[config.mk]
export PLATFORM = sky130hd
export DESIGN_NAME = interrupt_ack_sequencer_flat
export DESIGN_NICKNAME = d
export VERILOG_FILES = /design/src/rtl/interrupt_ack_sequencer_pkg.sv /design/src/rtl/interrupt_ack_sequencer_if.sv /design/src/rtl/interrupt_ack_sequencer_inta_edge_sync.sv /design/src/rtl/interrupt_ack_sequencer.sv /design/src/flat_wrapper.sv
export SDC_FILE = /design/constraint.sdc
export NUM_CORES = 1
export LEC_CHECK = 0
export BUFFER_PORTS_ARGS = -buffer_cell sky130_fd_sc_hd__buf_4
export CELL_PAD_IN_SITES_DETAIL_PLACEMENT = 1
export CELL_PAD_IN_SITES_GLOBAL_PLACEMENT = 1
export CORE_MARGIN = 2
export CORE_UTILIZATION = 39
export CTS_CLUSTER_DIAMETER = 40
export DETAILED_ROUTE_END_ITERATION = 10
export GPL_TIMING_DRIVEN = 0
export PLACE_DENSITY_LB_ADDON = 0.1
export SLEW_MARGIN = 20
export SYNTH_ARGS = -nofsm -noshare
export SYNTH_HDL_FRONTEND = slang
export SYNTH_SLANG_ARGS = --single-unit
[constraint.sdc]
create_clock -name clk -period 1.8 [get_ports clk]
set_clock_uncertainty 0.1 [all_clocks]
set_input_delay 0.36 -clock clk [delete_from_list [all_inputs] [get_ports clk]]
set_output_delay 0.36 -clock clk [all_outputs]
set_load 0.01 [all_outputs]
[src/rtl/interrupt_ack_sequencer_pkg.sv]
// Shared 8259A definitions: acknowledge FSM states, field widths and the
// fixed-priority lowest-set-bit helper also used by the priority resolver.
package pic_pkg;

  localparam int LEVEL_W    = 3;
  localparam int VEC_BASE_W = 5;

  typedef enum logic [1:0] {
    IDLE  = 2'd0,
    ACK1  = 2'd1,
    WAIT2 = 2'd2,
    ACK2  = 2'd3
  } ack_state_e;

  // IR0 is highest priority, so scan downward and keep the last hit.
  function automatic logic [LEVEL_W-1:0] lowest_set_index(input logic [7:0] v);
    logic [LEVEL_W-1:0] idx;
    idx = 3'd0;
    for (int i = 7; i >= 0; i--) begin
      if (v[i]) begin
        idx = LEVEL_W'(i);
      end else begin
        idx = idx;
      end
    end
    return idx;
  endfunction

endpackage

[src/rtl/interrupt_ack_sequencer_if.sv]
// CPU-side INT/INTA bundle of the PIC; slave is the sequencer, master the
// CPU/resolver environment that drives it.
interface interrupt_ack_sequencer_if;
  import pic_pkg::*;

  logic                  INTA_n;
  logic                  int_req;
  logic [LEVEL_W-1:0]    ir_level;
  logic [VEC_BASE_W-1:0] ICW2_T;
  logic                  AEOI;
  logic                  eoi_nonspec;
  logic                  eoi_spec;
  logic [LEVEL_W-1:0]    eoi_level;
  logic                  INT;
  logic [7:0]            ISR;
  logic                  ack_pulse;
  logic [LEVEL_W-1:0]    ack_level;
  logic [7:0]            data_out;
  logic                  data_oe;

  modport slave (
    input  INTA_n, int_req, ir_level, ICW2_T, AEOI, eoi_nonspec, eoi_spec, eoi_level,
    output INT, ISR, ack_pulse, ack_level, data_out, data_oe
  );

  modport master (
    output INTA_n, int_req, ir_level, ICW2_T, AEOI, eoi_nonspec, eoi_spec, eoi_level,
    input  INT, ISR, ack_pulse, ack_level, data_out, data_oe
  );

endinterface

[src/rtl/interrupt_ack_sequencer_inta_edge_sync.sv]
// INTA_n synchronizer with registered one-cycle fall/rise strobes; all flops
// preset to the idle-high level so reset never produces a spurious edge.
module inta_edge_sync #(
  parameter int SYNC_STAGES = 2
) (
  input  logic clk,
  input  logic reset,
  input  logic inta_n,
  output logic fall,
  output logic rise
);

  logic [SYNC_STAGES-1:0] sync_r;
  logic                   last_r;
  logic                   fall_r;
  logic                   rise_r;

  // Synchronizer chain, previous-value flop and edge strobes.
  always_ff @(posedge clk or posedge reset) begin
    if (reset) begin
      sync_r <= '1;
      last_r <= 1'b1;
      fall_r <= 1'b0;
      rise_r <= 1'b0;
    end else begin
      sync_r <= {sync_r[SYNC_STAGES-2:0], inta_n};
      last_r <= sync_r[SYNC_STAGES-1];
      fall_r <= last_r & ~sync_r[SYNC_STAGES-1];
      rise_r <= ~last_r & sync_r[SYNC_STAGES-1];
    end
  end

  assign fall = fall_r;
  assign rise = rise_r;

endmodule

[src/rtl/interrupt_ack_sequencer.sv]
// 8086-mode two-pulse INTA sequencer of the 8259A: forwards INT, latches the
// acknowledged level, drives the vector byte and owns the In-Service Register.
module interrupt_ack_sequencer
  import pic_pkg::*;
#(
  parameter int                 SYNC_STAGES    = 2,
  parameter logic [LEVEL_W-1:0] SPURIOUS_LEVEL = 3'd7
) (
  input logic                      clk,
  input logic                      reset,
  interrupt_ack_sequencer_if.slave bus
);

  localparam logic [1:0] ST_IDLE  = IDLE;
  localparam logic [1:0] ST_ACK1  = ACK1;
  localparam logic [1:0] ST_WAIT2 = WAIT2;
  localparam logic [1:0] ST_ACK2  = ACK2;

  logic               fall_s, rise_s;
  logic [1:0]         state_r, state_s;
  logic               int_r, int_s;
  logic [7:0]         isr_r, isr_s;
  logic               ack_pulse_r, ack_pulse_s;
  logic [LEVEL_W-1:0] ack_level_r, ack_level_s;
  logic [7:0]         data_out_r, data_out_s;
  logic               data_oe_r, data_oe_s;
  logic               spurious_r, spurious_s;
  logic [7:0]         set_mask_s, aeoi_mask_s, eoi_mask_s;

  inta_edge_sync #(.SYNC_STAGES(SYNC_STAGES)) u_sync (
    .clk    (clk),
    .reset  (reset),
    .inta_n (bus.INTA_n),
    .fall   (fall_s),
    .rise   (rise_s)
  );

  // Acknowledge FSM next-state and per-event ISR set/clear masks.
  always_comb begin
    state_s     = state_r;
    ack_pulse_s = 1'b0;
    ack_level_s = ack_level_r;
    data_out_s  = data_out_r;
    data_oe_s   = data_oe_r;
    spurious_s  = spurious_r;
    set_mask_s  = 8'h00;
    aeoi_mask_s = 8'h00;
    case (state_r)
      ST_IDLE: begin
        if (fall_s) begin
          state_s = ST_ACK1;
          if (bus.int_req) begin
            ack_level_s = bus.ir_level;
            set_mask_s  = 8'd1 << bus.ir_level;
            ack_pulse_s = 1'b1;
            spurious_s  = 1'b0;
          end else begin
            ack_level_s = SPURIOUS_LEVEL;
            spurious_s  = 1'b1;
          end
        end else begin
          state_s = ST_IDLE;
        end
      end
      ST_ACK1: begin
        if (rise_s) begin
          state_s = ST_WAIT2;
        end else begin
          state_s = ST_ACK1;
        end
      end
      ST_WAIT2: begin
        if (fall_s) begin
          state_s    = ST_ACK2;
          data_out_s = {bus.ICW2_T, ack_level_r};
          data_oe_s  = 1'b1;
        end else begin
          state_s = ST_WAIT2;
        end
      end
      ST_ACK2: begin
        if (rise_s) begin
          state_s   = ST_IDLE;
          data_oe_s = 1'b0;
          if (bus.AEOI && !spurious_r) begin
            aeoi_mask_s = 8'd1 << ack_level_r;
          end else begin
            aeoi_mask_s = 8'h00;
          end
        end else begin
          state_s = ST_ACK2;
        end
      end
      default: begin
        state_s   = ST_IDLE;
        data_oe_s = 1'b0;
      end
    endcase
  end

  // EOI clear mask: specific wins; non-specific picks the highest-priority bit.
  always_comb begin
    if (bus.eoi_spec) begin
      eoi_mask_s = 8'd1 << bus.eoi_level;
    end else if (bus.eoi_nonspec && (isr_r != 8'h00)) begin
      eoi_mask_s = 8'd1 << lowest_set_index(isr_r);
    end else begin
      eoi_mask_s = 8'h00;
    end
  end

  // Clears act on the pre-set ISR so a bit set this cycle always survives.
  always_comb begin
    isr_s = (isr_r & ~(eoi_mask_s | aeoi_mask_s)) | set_mask_s;
    if (state_s == ST_IDLE) begin
      int_s = bus.int_req;
    end else begin
      int_s = 1'b0;
    end
  end

  // State and output registers.
  always_ff @(posedge clk or posedge reset) begin
    if (reset) begin
      state_r     <= ST_IDLE;
      int_r       <= 1'b0;
      isr_r       <= 8'h00;
      ack_pulse_r <= 1'b0;
      ack_level_r <= 3'd0;
      data_out_r  <= 8'h00;
      data_oe_r   <= 1'b0;
      spurious_r  <= 1'b0;
    end else begin
      state_r     <= state_s;
      int_r       <= int_s;
      isr_r       <= isr_s;
      ack_pulse_r <= ack_pulse_s;
      ack_level_r <= ack_level_s;
      data_out_r  <= data_out_s;
      data_oe_r   <= data_oe_s;
      spurious_r  <= spurious_s;
    end
  end

  assign bus.INT       = int_r;
  assign bus.ISR       = isr_r;
  assign bus.ack_pulse = ack_pulse_r;
  assign bus.ack_level = ack_level_r;
  assign bus.data_out  = data_out_r;
  assign bus.data_oe   = data_oe_r;

endmodule

[src/flat_wrapper.sv]
// flat-port wrapper written by rule: the top's interface ports become plain ports
module interrupt_ack_sequencer_flat import pic_pkg::*;
#(
  parameter int                 SYNC_STAGES    = 2,
  parameter logic [LEVEL_W-1:0] SPURIOUS_LEVEL = 3'd7
)
  (clk, reset, bus_INTA_n, bus_int_req, bus_ir_level, bus_ICW2_T, bus_AEOI, bus_eoi_nonspec, bus_eoi_spec, bus_eoi_level, bus_INT, bus_ISR, bus_ack_pulse, bus_ack_level, bus_data_out, bus_data_oe);
  interrupt_ack_sequencer_if bus_i ();
  input logic clk;
  input logic reset;
  input wire logic [$bits(bus_i.INTA_n)-1:0] bus_INTA_n;
  input wire logic [$bits(bus_i.int_req)-1:0] bus_int_req;
  input wire logic [$bits(bus_i.ir_level)-1:0] bus_ir_level;
  input wire logic [$bits(bus_i.ICW2_T)-1:0] bus_ICW2_T;
  input wire logic [$bits(bus_i.AEOI)-1:0] bus_AEOI;
  input wire logic [$bits(bus_i.eoi_nonspec)-1:0] bus_eoi_nonspec;
  input wire logic [$bits(bus_i.eoi_spec)-1:0] bus_eoi_spec;
  input wire logic [$bits(bus_i.eoi_level)-1:0] bus_eoi_level;
  output wire logic [$bits(bus_i.INT)-1:0] bus_INT;
  output wire logic [$bits(bus_i.ISR)-1:0] bus_ISR;
  output wire logic [$bits(bus_i.ack_pulse)-1:0] bus_ack_pulse;
  output wire logic [$bits(bus_i.ack_level)-1:0] bus_ack_level;
  output wire logic [$bits(bus_i.data_out)-1:0] bus_data_out;
  output wire logic [$bits(bus_i.data_oe)-1:0] bus_data_oe;
  assign bus_i.INTA_n = bus_INTA_n;
  assign bus_i.int_req = bus_int_req;
  assign bus_i.ir_level = bus_ir_level;
  assign bus_i.ICW2_T = bus_ICW2_T;
  assign bus_i.AEOI = bus_AEOI;
  assign bus_i.eoi_nonspec = bus_eoi_nonspec;
  assign bus_i.eoi_spec = bus_eoi_spec;
  assign bus_i.eoi_level = bus_eoi_level;
  assign bus_INT = bus_i.INT;
  assign bus_ISR = bus_i.ISR;
  assign bus_ack_pulse = bus_i.ack_pulse;
  assign bus_ack_level = bus_i.ack_level;
  assign bus_data_out = bus_i.data_out;
  assign bus_data_oe = bus_i.data_oe;
  interrupt_ack_sequencer #(.SYNC_STAGES(SYNC_STAGES), .SPURIOUS_LEVEL(SPURIOUS_LEVEL)) u_core (.clk(clk), .reset(reset), .bus(bus_i));
endmodule
==> impl_metrics.toml <==
[synth]
synth-main-ff-cell = "dfrtp_1"
seq_area_frac_synth_pct = 56.67
avgSynthCellArea_um2 = 11.78
synth_area_leaders = "dfrtp_1 51%, mux2_2 6.8%, dfstp_2 5.9%"
synth.most_common_cell = "dfrtp_1"
synth_seq_cells = 30
syn-num-nets = 131
synth-edff-count = 0
synth_cells = 113
syn_area_um2 = 1331
synth_warnings = 0
synth_top_area_cell = "dfrtp_1"
ys_async_sr_fraction_pct = 100.0
synth_cell_type_count = 38
synth_top_area_share_pct = 50.75
ys_top_cells_by_count = "27 x dfrtp_1, 9 x nand2_1, 8 x mux2_2, 7 x o22ai_1"

[global_route]
grt_usage_pct = 18.73
grt_pass1_vias = 1158
grt_max_degree = 31
overflow = 0
grt_pass1_wl_um = 5616
antenna_found_initial = 0

[clock_tree]
ctsResizeCount = 0
path_clk_slew_ns = 0.11
cts_tree = "yes"
clock_path_buffers = 2
cts-root-buf = "clkbuf_4"
h-tree-depth = 2
cts_hold_buf = 0
post-cts-setup-buffers = 0
clock-sinks = 30
insertion_delay_ns = 0.34
cts_inserted_buffers = 5

[setup_path]
cp-end-kind = "flip-flop"
cp.arrival_ns = 1.72
path_max_fanout = 6
critPathKind = "reg2reg"
cpPeakStageDelay_ns = 0.50
startpoint_type = "flip-flop"
crit_chain = "or4b_1 > buf_2 > nor4_2 > o32ai_1"
cp.required_ns = 1.93
worstRegToRegCells = 4
cp_slowest_cell = "or4b_1"

[placement]
dpl.hpwl_um = 2474
port_buffers = 39
gp_congestion = 0.8185

[sta]
tns_ns = 0
fmax_ghz = 0.6293
hold_viol = 0
timing.final.crit_share_pct = 88.28
tightest_slew_ns = 0.6357
finalMaxSlewViolations = 0
setup_viol = 0
whs_ns = 0.0001816
rsz0062_at_grt = "false"
relSlewSlack_pct = 57.56
fin_crit_ns = 1.589

[cells_and_area]
drive_gt1_share_pct = 41.88
layout.nets = 177
area_delta_synth_final_pct = 30.73
final_core_util_pct = 52.57
fillCellCount = 388
num_antenna_cells = 0

[die]
rows = 21
initial_core_util_pct = 40.21
coreArea_um2 = 3311
dieArea_um2 = 3897
pin_count = 40
die_x_um = 62.43
die_h_um = 62.43

[route]
routed_wl_um = 3349
wl_per_cell_um = 16.26
drc_errors = 0
vias_per_cell = 5.233
via_count = 1078
first_pass_iters = 4
dr.first_iter.drc_count = 32
ant_nets = 0

[power_and_ir_drop]
cellPowerDensity_nw_per_um2 = 1195
irDropWorstVdd_uv = 491.9
p_leak_uw = 0.0007854

[job]
drv_cap = 0

[hold_path]
hold_class = "in2async"

[status]
status = "finished, final reports clean"
routing by layer:
metal  vias to the layer above  track usage, %  wire length, µm
met1                       536           24.79             1527
met2                        25           28.49             1615
li1                        511               -                -
met5                         -               0                0
met3                         6           5.045              157
met4                         0           9.167               49
critical path, delay by kind of cell (launching register included):
family                 cells  cell delay [ns]
flip-flops                 1             0.41
buffers and inverters      1             0.18
AO/OA/AOI/OAI              1             0.11
AND/OR/NAND/NOR            2             0.68
report_power, final:
group          internal [µW]  total, µW  switching, µW
registers                843        978            135
logic                    363        679            316
clock network            193        422            229
logic make-up after synthesis:
| group | share of synthesized area (%) |
|---|---|
| AND/OR/NAND/NOR | 20.49 |
| flip-flops | 56.67 |
| AO/OA/AOI/OAI | 12.59 |
| buffers and inverters | 2.819 |
| multiplexers | 6.767 |
| XOR/XNOR | 0.6580 |
final timing paths:
check                                                  start  slack (ns)                                  end
setup / recovery                 u_core.bus.ISR[0]$_DFF_PP0_        0.21          u_core.bus.ISR[5]$_DFF_PP0_
setup reg to reg                 u_core.bus.ISR[0]$_DFF_PP0_        0.21          u_core.bus.ISR[5]$_DFF_PP0_
hold reg to reg            u_core.u_sync.sync_r[0]$_DFF_PP1_        0.26    u_core.u_sync.sync_r[1]$_DFF_PP1_
min in group clk                                  bus_INTA_n        0.04    u_core.u_sync.sync_r[0]$_DFF_PP1_
hold / removal                                         reset      0.0002  u_core.bus.ack_level[0]$_DFFE_PP0P_
max in group asynchronous                              reset        1.16          u_core.bus.ISR[1]$_DFF_PP0_
layout by cell type (no fill, tap or decap), types with 3 or more instances in the layout:
| cell | netlist | final |
|---|---|---|
| nor2b_1 | 3 | 3 |
| dfstp_2 | 3 | 3 |
| o21ai_0 | 3 | 3 |
| clkbuf_4 | 0 | 5 |
| dfrtp_1 | 27 | 27 |
| nand2_1 | 9 | 9 |
| nor2_1 | 6 | 6 |
| mux2_2 | 8 | 8 |
| inv_1 | 6 | 5 |
| buf_4 | 0 | 39 |
| o32ai_1 | 3 | 3 |
| nand2b_1 | 5 | 5 |
| o22ai_1 | 7 | 7 |
sequential cells by signal (all words and copies together) (netlist names):
signal,flops
u_core.bus.INT,1
u_core.bus.ISR,8
u_core.bus.ack_level,3
u_core.bus.ack_pulse,1
u_core.bus.data_oe,1
u_core.bus.data_out,8
u_core.spurious_r,1
u_core.state_r,2
u_core.u_sync.fall,1
u_core.u_sync.last_r,1
u_core.u_sync.rise,1
u_core.u_sync.sync_r,2
area by class of cell:
cell class                      count  area [µm²]  area share [%]
Tap cell                           46       57.56           3.307
Sequential cell                    30       754.5           43.35
Clock buffer                        8       58.81           3.379
Timing Repair Buffer               39       292.8           16.82
Inverter                            6       22.52           1.294
Multi-Input combinational cell     74       539.3           30.98
Buffer                              3       15.01          0.8627
stage by stage:
| stage | area (µm²) | total power [µW] | setup WS (ns) | instances |
|---|---|---|---|---|
| after CTS | 1740 | 2103 | 0.1840 | 206 |
| after detailed placement | 1682 | 1673 | 0.1322 | 198 |
| after floorplan | 1331 | 1330 | 0.2894 | 113 |
| after global routing | 1740 | 2207 | 0.1283 | 206 |
| final | 1740 | 2079 | 0.2110 | 206 |
| after global placement | 1682 | 1643 | 0.1242 | 198 |
No activity file was read; power rests on OpenSTA's default activity.
